### config.mk
export PLATFORM = sky130hd
export DESIGN_NAME = sequenciador_exibicao_leds
export DESIGN_NICKNAME = d
export VERILOG_FILES = /design/src/rtl/sequenciador_exibicao_leds.sv
export SDC_FILE = /design/constraint.sdc
export NUM_CORES = 1
export LEC_CHECK = 0
export ABC_AREA = 1
export CORE_MARGIN = 3
export CORE_UTILIZATION = 45
export DETAILED_ROUTE_END_ITERATION = 6
export GPL_TIMING_DRIVEN = 0
export PLACE_DENSITY = 0.78
export SYNTH_ARGS = -nofsm -noshare
export SYNTH_HDL_FRONTEND = slang
export SYNTH_SLANG_ARGS = --single-unit
### constraint.sdc
create_clock -name clock -period 1.7 [get_ports clock]
set_input_delay 0.17 -clock clock [delete_from_list [all_inputs] [get_ports clock]]
set_output_delay 0.17 -clock clock [all_outputs]
set_load 0.05 [all_outputs]
### src/rtl/sequenciador_exibicao_leds.sv
// sequenciador_exibicao_leds
// Plays the stored colour sequence on the LEDs before each player round.
// On an accepted start it walks the sequence memory from address 0 up to the
// latched level. Each entry is read (one cycle), lit for T_ON cycles, and then
// blanked for T_OFF cycles. After the last entry it pulses pronto for one cycle
// and returns to idle. Setting abortar returns it to idle from any busy state.
module sequenciador_exibicao_leds #(
    parameter int ADDR_W = 4,
    parameter int DATA_W = 4,
    parameter int T_ON   = 500,
    parameter int T_OFF  = 500
) (
    input  logic              clock,
    input  logic              reset,
    input  logic              iniciar,
    input  logic              abortar,
    input  logic [ADDR_W-1:0] nivel,
    output logic [ADDR_W-1:0] mem_addr,
    input  logic [DATA_W-1:0] mem_dado,
    output logic [DATA_W-1:0] leds,
    output logic              ocupado,
    output logic              pronto,
    output logic [3:0]        db_estado
);

    // The timer is shared by the lit and blank phases, so it is sized for the
    // longer of the two. It is always cleared on a phase change and compared
    // for exact equality, so it never needs to wrap.
    localparam int T_MAX = (T_ON > T_OFF) ? T_ON : T_OFF;
    localparam int TW    = (T_MAX > 1) ? $clog2(T_MAX) : 1;

    localparam logic [TW-1:0] ON_LAST  = TW'(T_ON - 1);
    localparam logic [TW-1:0] OFF_LAST = TW'(T_OFF - 1);

    // The state codes are the values shown on the debug display.
    typedef enum logic [3:0] {
        OCIOSO  = 4'd0,
        LE_MEM  = 4'd1,
        ACESO   = 4'd2,
        APAGADO = 4'd3,
        FIM     = 4'd4
    } estado_t;

    estado_t           r_estado;
    logic [ADDR_W-1:0] r_mem_addr;
    logic [ADDR_W-1:0] r_nivel;
    logic [DATA_W-1:0] r_leds;
    logic [TW-1:0]     r_timer;

    logic w_fim_aceso;
    logic w_fim_apagado;
    logic w_ultima_entrada;
    logic w_partida;

    assign w_fim_aceso      = (r_timer == ON_LAST);
    assign w_fim_apagado    = (r_timer == OFF_LAST);
    // The address stops at the latched level. Because of this, a full-range
    // level plays every word without the address wrapping back to zero.
    assign w_ultima_entrada = (r_mem_addr == r_nivel);
    // A start request is accepted only while idle. An abort in the same
    // cycle cancels that start.
    assign w_partida        = iniciar && !abortar;

    // Sequencer state, memory address, latched level, LED drive and phase timer
    always_ff @(posedge clock or negedge reset) begin
        if (!reset) begin
            r_estado   <= OCIOSO;
            r_mem_addr <= '0;
            r_nivel    <= '0;
            r_leds     <= '0;
            r_timer    <= '0;
        end else if (r_estado != OCIOSO && abortar) begin
            // An abort beats every other condition once playback is running.
            // It returns to idle without a pronto pulse.
            r_estado <= OCIOSO;
            r_leds   <= '0;
            r_timer  <= '0;
        end else begin
            case (r_estado)
                OCIOSO: begin
                    r_leds  <= '0;
                    r_timer <= '0;
                    if (w_partida) begin
                        r_estado   <= LE_MEM;
                        r_mem_addr <= '0;
                        r_nivel    <= nivel;
                    end
                end

                LE_MEM: begin
                    // The read data for the address that is held now is valid
                    // in this cycle.
                    r_leds   <= mem_dado;
                    r_timer  <= '0;
                    r_estado <= ACESO;
                end

                ACESO: begin
                    if (w_fim_aceso) begin
                        r_leds   <= '0;
                        r_timer  <= '0;
                        r_estado <= APAGADO;
                    end else begin
                        r_timer <= r_timer + TW'(1);
                    end
                end

                APAGADO: begin
                    if (w_fim_apagado) begin
                        r_timer <= '0;
                        if (w_ultima_entrada) begin
                            r_estado <= FIM;
                        end else begin
                            r_mem_addr <= r_mem_addr + ADDR_W'(1);
                            r_estado   <= LE_MEM;
                        end
                    end else begin
                        r_timer <= r_timer + TW'(1);
                    end
                end

                FIM: begin
                    // The address stays on the last entry played.
                    r_leds   <= '0;
                    r_timer  <= '0;
                    r_estado <= OCIOSO;
                end

                default: begin
                    r_leds   <= '0;
                    r_timer  <= '0;
                    r_estado <= OCIOSO;
                end
            endcase
        end
    end

    // Status outputs are decoded only from the state register, so they cannot
    // glitch on input changes.
    assign ocupado   = (r_estado != OCIOSO);
    assign pronto    = (r_estado == FIM);
    assign db_estado = r_estado;

    assign mem_addr = r_mem_addr;
    assign leds     = r_leds;

endmodule

==> impl_metrics.ini <==
[worst_setup_path]
crit_arrival_ns = 1.41
critPathMaxFanout = 6
cp_slowest_cell = dfrtp_2
endpoint_kind = output port
path_class = reg2out
reg2reg_setup_slack_ns = 0.24
slowest_delay_ns = 0.49
crit_path_end = ocupado
rr_startpoint = r_timer[0]
crit_start = db_estado[2]
crit_chain = nor2_2 > nand2_2 > clkdlybuf4s15_2
rr_worst_depth = 8
r2r_end = leds[3]
critPathLaunchType = register
required_ns = 1.53

[clocking]
tritoncts = done
root_buffer = clkbuf_4
h-tree-depth = 1
cts_buffers = 3
clock_latency_ns = 0.32
numClockSinks = 24
cts_max_path_buffers = 2
clkTransAtPathRegs_ns = 0.14

[global_route]
overflow = 0
grt_max_degree = 25
grt_first_pass_wirelength_um = 4567
antenna_found_initial = 0
grt_pass1_vias = 1096
grt_usage = 0.1708

[detailed_routing]
finalWirelength_um = 2507
drt-initial-drc-count = 47
dr.pass1.iters = 4
wire_per_inst_um = 11.19
via_count = 1089
ant_nets = 0
via_per_inst = 4.862
drc = 0

[place]
place.gp.congestion = 0.8227
post-place-ws_ns = 0.01125
portBuffers = 24
place_hpwl_um = 1912

[sta]
fin_worst_skew_ns = 0.0006334
worst_pin_slew_ns = 1.028
min_period_ns = 1.577
timing.final.max_slew_violations = 0
rsz0062_at_grt = false
max_freq_mhz = 634.0
report.final.hold_viol_count = 0
whs_ns = 0.3938
fin_crit_sh = 0.9278
setup_slack_ns = 0.1227
setup_viol = 0
tns_ns = 0
slew_headroom = 0.3129

[outcome]
outcome = completed

[logic_synthesis]
ys_ff_latch = 24
synth-simple-area-share = 0.3236
synth_top_family_by_area = simple AND/OR/NAND/NOR gates
netlist_area_um2 = 1249
synthAdderAreaFrac = 0.02004
synth-compound-area-share = 0.06012
ys_types = 23
ys_warn_count = 0
synth_xor_area_frac = 0.02806
synthMuxAreaShare = 0
syn-instance-count = 166
yosysSeqAreaShare = 0.4810
avgSynthCellArea_um2 = 7.522
synthesis.nets = 180

[power_and_ir_drop]
leakage_nw = 0.8745
vdd_drop_max_v = 0.001093
p_total_w = 0.001955
cellPowerDensity_nw_per_um2 = 1226

[final_layout]
n_fill_cell = 227
syn_to_final_growth_pct = 27.66
finalNetCount = 209
fin_util = 0.6209
drive_gt1_frac = 0.1134
antenna_cells = 0

[job]
drv_cap = 0

[die]
die_h_um = 58.68
core_region_area_um2 = 2567
dieArea_um2 = 3443
fp-row-count = 18
io_pins = 26
start_util = 0.4864
chipWidth_um = 58.68

[hold_path]
hold_path.class = in2async
## worst min-delay path by stage
stage | from | endpoint | slack, ns | cells after the start
6_report | reset | r_timer[3] | 0.39 | 1
5_1_grt | nivel[1] | r_nivel[1] | 0.39 | 3
4_1_cts | mem_dado[1] | leds[1] | 0.39 | 3
3_5_place_dp | r_timer[0] | r_timer[0] | 0.46 | 1
3_3_place_gp | r_timer[0] | r_timer[0] | 0.45 | 1
2_1_floorplan | reset | db_estado[0] | -0.13 | 0
## flip-flops by register name (all words and copies together), names as in the netlist
register and flops:
r_nivel 4, r_timer 9, db_estado 3, leds 4, mem_addr 4
## placed cells by master, fill, tap and decap left out, types with 2 or more instances in the layout
cell type / n
xor2_1: 3
dlygate4sd2_1: 7
nor3_1: 2
clkbuf_4: 3
a21oi_1: 4
inv_2: 2
nand2_2: 5
nand3_1: 9
o21ai_0: 10
nor2_2: 2
clkdlybuf4s15_2: 2
nand2_1: 50
inv_1: 24
nor2_1: 18
dlymetal6s2s_1: 4
ha_1: 2
nor3_2: 2
dfrtp_1: 23
clkdlybuf4s50_1: 11
## power by group
part           internal [W]  total, W  switching, W
combinational      0.000232  0.000774      0.000541
sequential         0.000667  0.000758     0.0000909
clock              0.000238  0.000423      0.000185
total               0.00114   0.00196      0.000817
## area by class of cell
type | instances | area (um2) | share of cell area
repair buffers | 24 | 244.0 | 0.1531
multi-input cells | 115 | 553.0 | 0.3469
inverters | 26 | 97.59 | 0.06122
well taps | 30 | 37.54 | 0.02355
clock buffers | 3 | 22.52 | 0.01413
plain buffers | 1 | 7.507 | 0.004710
flip-flops and latches | 24 | 601.8 | 0.3776
clock inverters | 1 | 30.03 | 0.01884
## logic make-up (layout without fill, tap and decap cells)
| group | Yosys count | after routing |
|---|---|---|
| xor+xnor | 4 | 4 |
| compound gates | 15 | 15 |
| simple gates | 93 | 93 |
| flops | 24 | 24 |
| buf+inv | 27 | 55 |
| other cells | 1 | 1 |
| fa+ha+maj | 2 | 2 |
## through the flow
stage                     cell area [um2]  std cells
after CTS                            1580        224
after floorplan                      1256        166
after global routing                 1594        224
after global placement               1534        220
after detailed placement             1534        220
final                                1594        224
## timing repair
item	4_1_cts	5_1_grt
setup endpoints to repair	9	6
hold buffers	0	0
resized for setup	13	6
buffers inserted	0	0
## synth_stat cells
cell type,number,area share
and2_1,1,0.0050
o21ai_1,1,0.0040
nor2_2,1,0.0050
nand3_1,9,0.036
nand2_2,4,0.020
inv_1,24,0.072
conb_1,1,0.0030
o21ai_0,10,0.040
inv_2,2,0.0060
buf_4,1,0.0060
xnor2_1,1,0.0070
nor2_4,1,0.0090
nand3_2,1,0.0080
ha_1,2,0.020
or2_2,1,0.0050
xor2_1,3,0.021
nor3_1,3,0.012
nor2_1,19,0.057
dfrtp_1,24,0.48
a21oi_1,4,0.016
nand4_1,1,0.0050
nand2_1,51,0.15
nor3_2,1,0.0080
## routing by layer
layer | GRT usage | up-vias | wire [um]
met3 | 0.04167 | 0 | 96
li1 | - | 565 | -
met4 | 0.02913 | 0 | 0
met1 | 0.2250 | 506 | 1137
met5 | 0 | - | 0
met2 | 0.2903 | 18 | 1273
## critical path: cells and delay by family (launching register included)
| kind | cells | cell delay (ns) |
|---|---|---|
| and+or+nand+nor | 2 | 0.26 |
| buffers and inverters | 1 | 0.34 |
| DFF | 1 | 0.49 |
(Power assumes the default switching activity.)
==> patch 1 (config.mk and constraints unchanged) <==
Set the parameter `T_ON` to 250 (it was 500).
--- a/src/rtl/sequenciador_exibicao_leds.sv
+++ b/src/rtl/sequenciador_exibicao_leds.sv
@@ -8,5 +8,5 @@
     parameter int ADDR_W = 4,
     parameter int DATA_W = 4,
-    parameter int T_ON   = 500,
+    parameter int T_ON   = 250,
     parameter int T_OFF  = 500
 ) (
Behaviour: same outputs for any inputs over 10 cycles, from zero or initial values and one cycle with reset low; that may be too few to reach the edited logic, so the function may still have changed.
==> patch 1 against the unedited design <==
Sequential cell count unchanged; clock power down 39%; area after synthesis up 5.8%; design area grew 2.6%; core utilization shrank 3.3 points; wire length rose by 7.9%; register-to-register slack got worse by 0.05 ns; power grew 0.47%; die area rose by 5.2%; maximum frequency increased by 1.2%; highest routed layer is now met4; worst setup slack better by 0.018 ns; largest cell class is now multi-input combinational cells.
==> patch 1: results <==
[power]
peakVddDrop_uv = 680
clkPwrFrac = 0.132
p_int_mw = 1.05
p_leak_nw = 0.897
p_per_area_mw_per_mm2 = 1200

[synthesis]
syn_area_per_cell_um2 = 7.64
synth_compound_area_frac = 0.0473
synth_nets = 188
synth_area_leaders = "dfrtp_1 (45%), nand2_1 (16%), inv_1 (5.4%)"
synthXorXnorAreaFrac = 0.0398
synth_common_cells = "nand2_1 (55), dfrtp_1 (24), inv_1 (19), nor2_1 (19), nand3_1 (10)"
ys_seq_area_frac = 0.455

[sta]
holdWs_ns = 0.391
timing.final.crit_period_ns = 1.56
finClkSkew_ns = 0.00480

[routing]
vias = 1174
wl_mm = 2.70
routed_via_density = 5.06

[final_layout]
fill_cells = 260
final_layout_size_suffix_gt1_frac = 0.119
final_nets = 217

[place]
place_congestion = 0.884
post-place-cells = 228
dpl_cell_area_mm2 = 0.00161
hpwl_mm = 2.09
pre_cts_ws_ns = -0.00567

[global_route]
grt_pass1_wl_mm = 4.62
track_usage = 0.166

[min_path]
hp-class = "in2reg"

[setup_path]
cp-endpoint = "pronto"
r2r_slack_ns = 0.19
crit_fanout = 7
crit_start = "db_estado[1]"
cp.arrival_ns = 1.39
r2r-end = "mem_addr[0]"

[status]
status = "finished, final reports clean"
patch 1: cell count changes in the layout (fill, tap and decap cells not counted), sizes merged, moves of 3 or more:
cell	change
nand2	+4
o21ai	-7
nor3	+3
nand4	+3
a21oi	+3
inv	-7
patch 1: worst max-delay path, cell delays in order, from the launching register on:
cell and delay, ns:
dfrtp_2 0.49, nor3_2 0.19, clkdlybuf4s15_2 0.39
patch 1: cell type report:
cell class              count  area, um^2  share of cell area
flip-flops and latches     24         604               0.370
repair buffers             24         238               0.145
multi-input cells         128         644               0.394
well taps                  31        38.8              0.0237
clock buffers               4        26.3              0.0161
inverters                  20        76.3              0.0467
plain buffers               1        7.51             0.00459
patch 1: per-layer routing:
| layer | track usage | up-vias | wire [um] |
|---|---|---|---|
| li1 | - | 600 | - |
| met1 | 0.234 | 539 | 1310 |
| met2 | 0.259 | 30 | 1230 |
| met3 | 0.0216 | 5 | 129 |
| met4 | 0.0601 | 0 | 44 |
| met5 | 0 | - | 0 |
==> patch 2 (same flow settings) <==
Without the edit above. Register the inputs `iniciar`, `abortar`, `nivel` and `mem_dado` before use, without a reset. The logic sees them one clock later.
--- a/src/rtl/sequenciador_exibicao_leds.sv
+++ b/src/rtl/sequenciador_exibicao_leds.sv
@@ -42,4 +42,16 @@
     } estado_t;
 
+    logic iniciar_q;
+    logic abortar_q;
+    logic [ADDR_W-1:0] nivel_q;
+    logic [DATA_W-1:0] mem_dado_q;
+
+    always_ff @(posedge clock) begin
+        iniciar_q  <= iniciar;
+        abortar_q  <= abortar;
+        nivel_q    <= nivel;
+        mem_dado_q <= mem_dado;
+    end
+
     estado_t           r_estado;
     logic [ADDR_W-1:0] r_mem_addr;
@@ -60,5 +72,5 @@
     // A start request is accepted only while idle. An abort in the same
     // cycle cancels that start.
-    assign w_partida        = iniciar && !abortar;
+    assign w_partida        = iniciar_q && !abortar_q;
 
     // Sequencer state, memory address, latched level, LED drive and phase timer
@@ -70,5 +82,5 @@
             r_leds     <= '0;
             r_timer    <= '0;
-        end else if (r_estado != OCIOSO && abortar) begin
+        end else if (r_estado != OCIOSO && abortar_q) begin
             // An abort beats every other condition once playback is running.
             // It returns to idle without a pronto pulse.
@@ -84,5 +96,5 @@
                         r_estado   <= LE_MEM;
                         r_mem_addr <= '0;
-                        r_nivel    <= nivel;
+                        r_nivel    <= nivel_q;
                     end
                 end
@@ -91,5 +103,5 @@
                     // The read data for the address that is held now is valid
                     // in this cycle.
-                    r_leds   <= mem_dado;
+                    r_leds   <= mem_dado_q;
                     r_timer  <= '0;
                     r_estado <= ACESO;
Behaviour: not the same (a bounded check fails within 4 cycles, from zero or initial values and one cycle with reset low).
==> patch 2 against the unedited design <==
Register-to-register slack got worse by 0.02 ns; count of clock-buffer cells in the layout up 5; design area up 18%; wire length increased by 2.0%; power increased by 41%; cell count is 14% higher; critical path type unchanged; area after synthesis increased by 20%; synthesized cell count up 7.8%; non-clock buffer count is the same; sequential cell count is 10 higher; worst setup slack got worse by 0.038 ns; maximum frequency decreased by 2.4%.
==> patch 2: results <==
[clocking]
htreeDepth = 2
post-cts-setup-buffer-count = 0
numCtsBuffers = 5
insertion_delay_ns = 0.33
path_clk_slew_ns = 0.09

[power]
peakVddDrop_uv = 855
p_leak_nw = 1.00

[setup_path]
r2r_slack_ns = 0.22
crit_fanout = 8
r2r_cells = 9
r2r-end = "db_estado[0]"
cp.arrival_ns = 1.45

[sta]
timing.final.crit_period_ns = 1.62
finClkSkew_ns = 0.00566
holdWs_ns = 0.277
worstMarginPinSlew_ns = 1.04

[routing]
route.met3.wl_um = 133
wl_mm = 2.56
drt-initial-drc-count = 33
maxUsedRoutingLayer = "met4"
met2_wirelength_mm = 1.21
wl_met1_mm = 1.15
vias = 1198

[synthesis]
synth_common_cells = "nand2_1 (51), dfrtp_1 (24), inv_1 (22)"
synth_flop_cell = "dfrtp_1"
synth_area_leaders = "dfrtp_1 (40%), dfxtp_1 (13%), nand2_1 (13%)"
synthArstFlopShare = 0.706
yosysUniqueCellTypes = 25
syn_inst = 179
ys_seq_area_frac = 0.535
synth_nets = 193
ys.warnings.count = 0

[min_path]
hp-class = "in2reg"

[place]
hpwl_mm = 1.89
place_congestion = 0.798
post-place-cells = 247
pre_cts_ws_ns = -0.131
dpl_cell_area_mm2 = 0.00180

[global_route]
grt_start_max_net_pins = 25
track_usage = 0.144
grt_pass1_vias = 1063

[final_layout]
final_layout_size_suffix_gt1_frac = 0.118
largest_reg_flops = 9
final_cell_count_no_fill = 255
final_nets = 224

[status]
status = "finished, final reports clean"
[patch 2: layout make-up]
type | instances | area [um^2]
Sequential cell | 34 | 802
Clock buffer | 8 | 78.8
Timing Repair Buffer | 24 | 243
Inverter | 23 | 87.6
Tap cell | 44 | 55.1
Multi-Input combinational cell | 121 | 612
Buffer | 1 | 7.51
Fill cell | 290 | 1220
[patch 2: worst max path at each step]
stage / depth (start not counted) / start / to
floorplan: 7 / db_estado[1] / db_estado[0]
global placement: 3 / db_estado[2] / pronto
detailed placement: 3 / db_estado[2] / pronto
CTS: 1 / leds[2] / leds[2]
global route: 3 / db_estado[1] / ocupado
finish: 3 / db_estado[2] / pronto
[patch 2: what timing repair did]
action                                  CTS  global route
hold endpoints to repair                  0             0
gates resized for setup                  14             5
endpoints found under the setup margin    9             5
[patch 2: cell families after synthesis]
| group | after synthesis | synth area share |
|---|---|---|
| flip-flops | 34 | 0.535 |
| adder cells (fa/ha/maj) | 2 | 0.0167 |
| AND/OR/NAND/NOR | 101 | 0.316 |
| XOR/XNOR | 3 | 0.0176 |
| other | 1 | 0.00251 |
| buffers and inverters | 24 | 0.0635 |
| AO/OA/AOI/OAI | 14 | 0.0485 |
[patch 2: worst max-delay path, stage by stage (launching register included)]
cell and delay [ns]:
dfrtp_2 0.50, inv_1 0.12, nor3_4 0.12, clkdlybuf4s15_2 0.39
[patch 2: power breakdown]
part / switching (mW) / total, mW / internal, mW
registers: 0.142 / 1.09 / 0.947
clock network: 0.253 / 0.536 / 0.283
logic: 0.782 / 1.14 / 0.358
total: 1.18 / 2.76 / 1.59
[patch 2: metal layers]
| metal | up-vias | GRT usage |
|---|---|---|
| li1 | 617 | - |
| met1 | 544 | 0.176 |
| met2 | 30 | 0.231 |
| met3 | 7 | 0.0410 |
| met4 | 0 | 0.0728 |
| met5 | - | 0 |
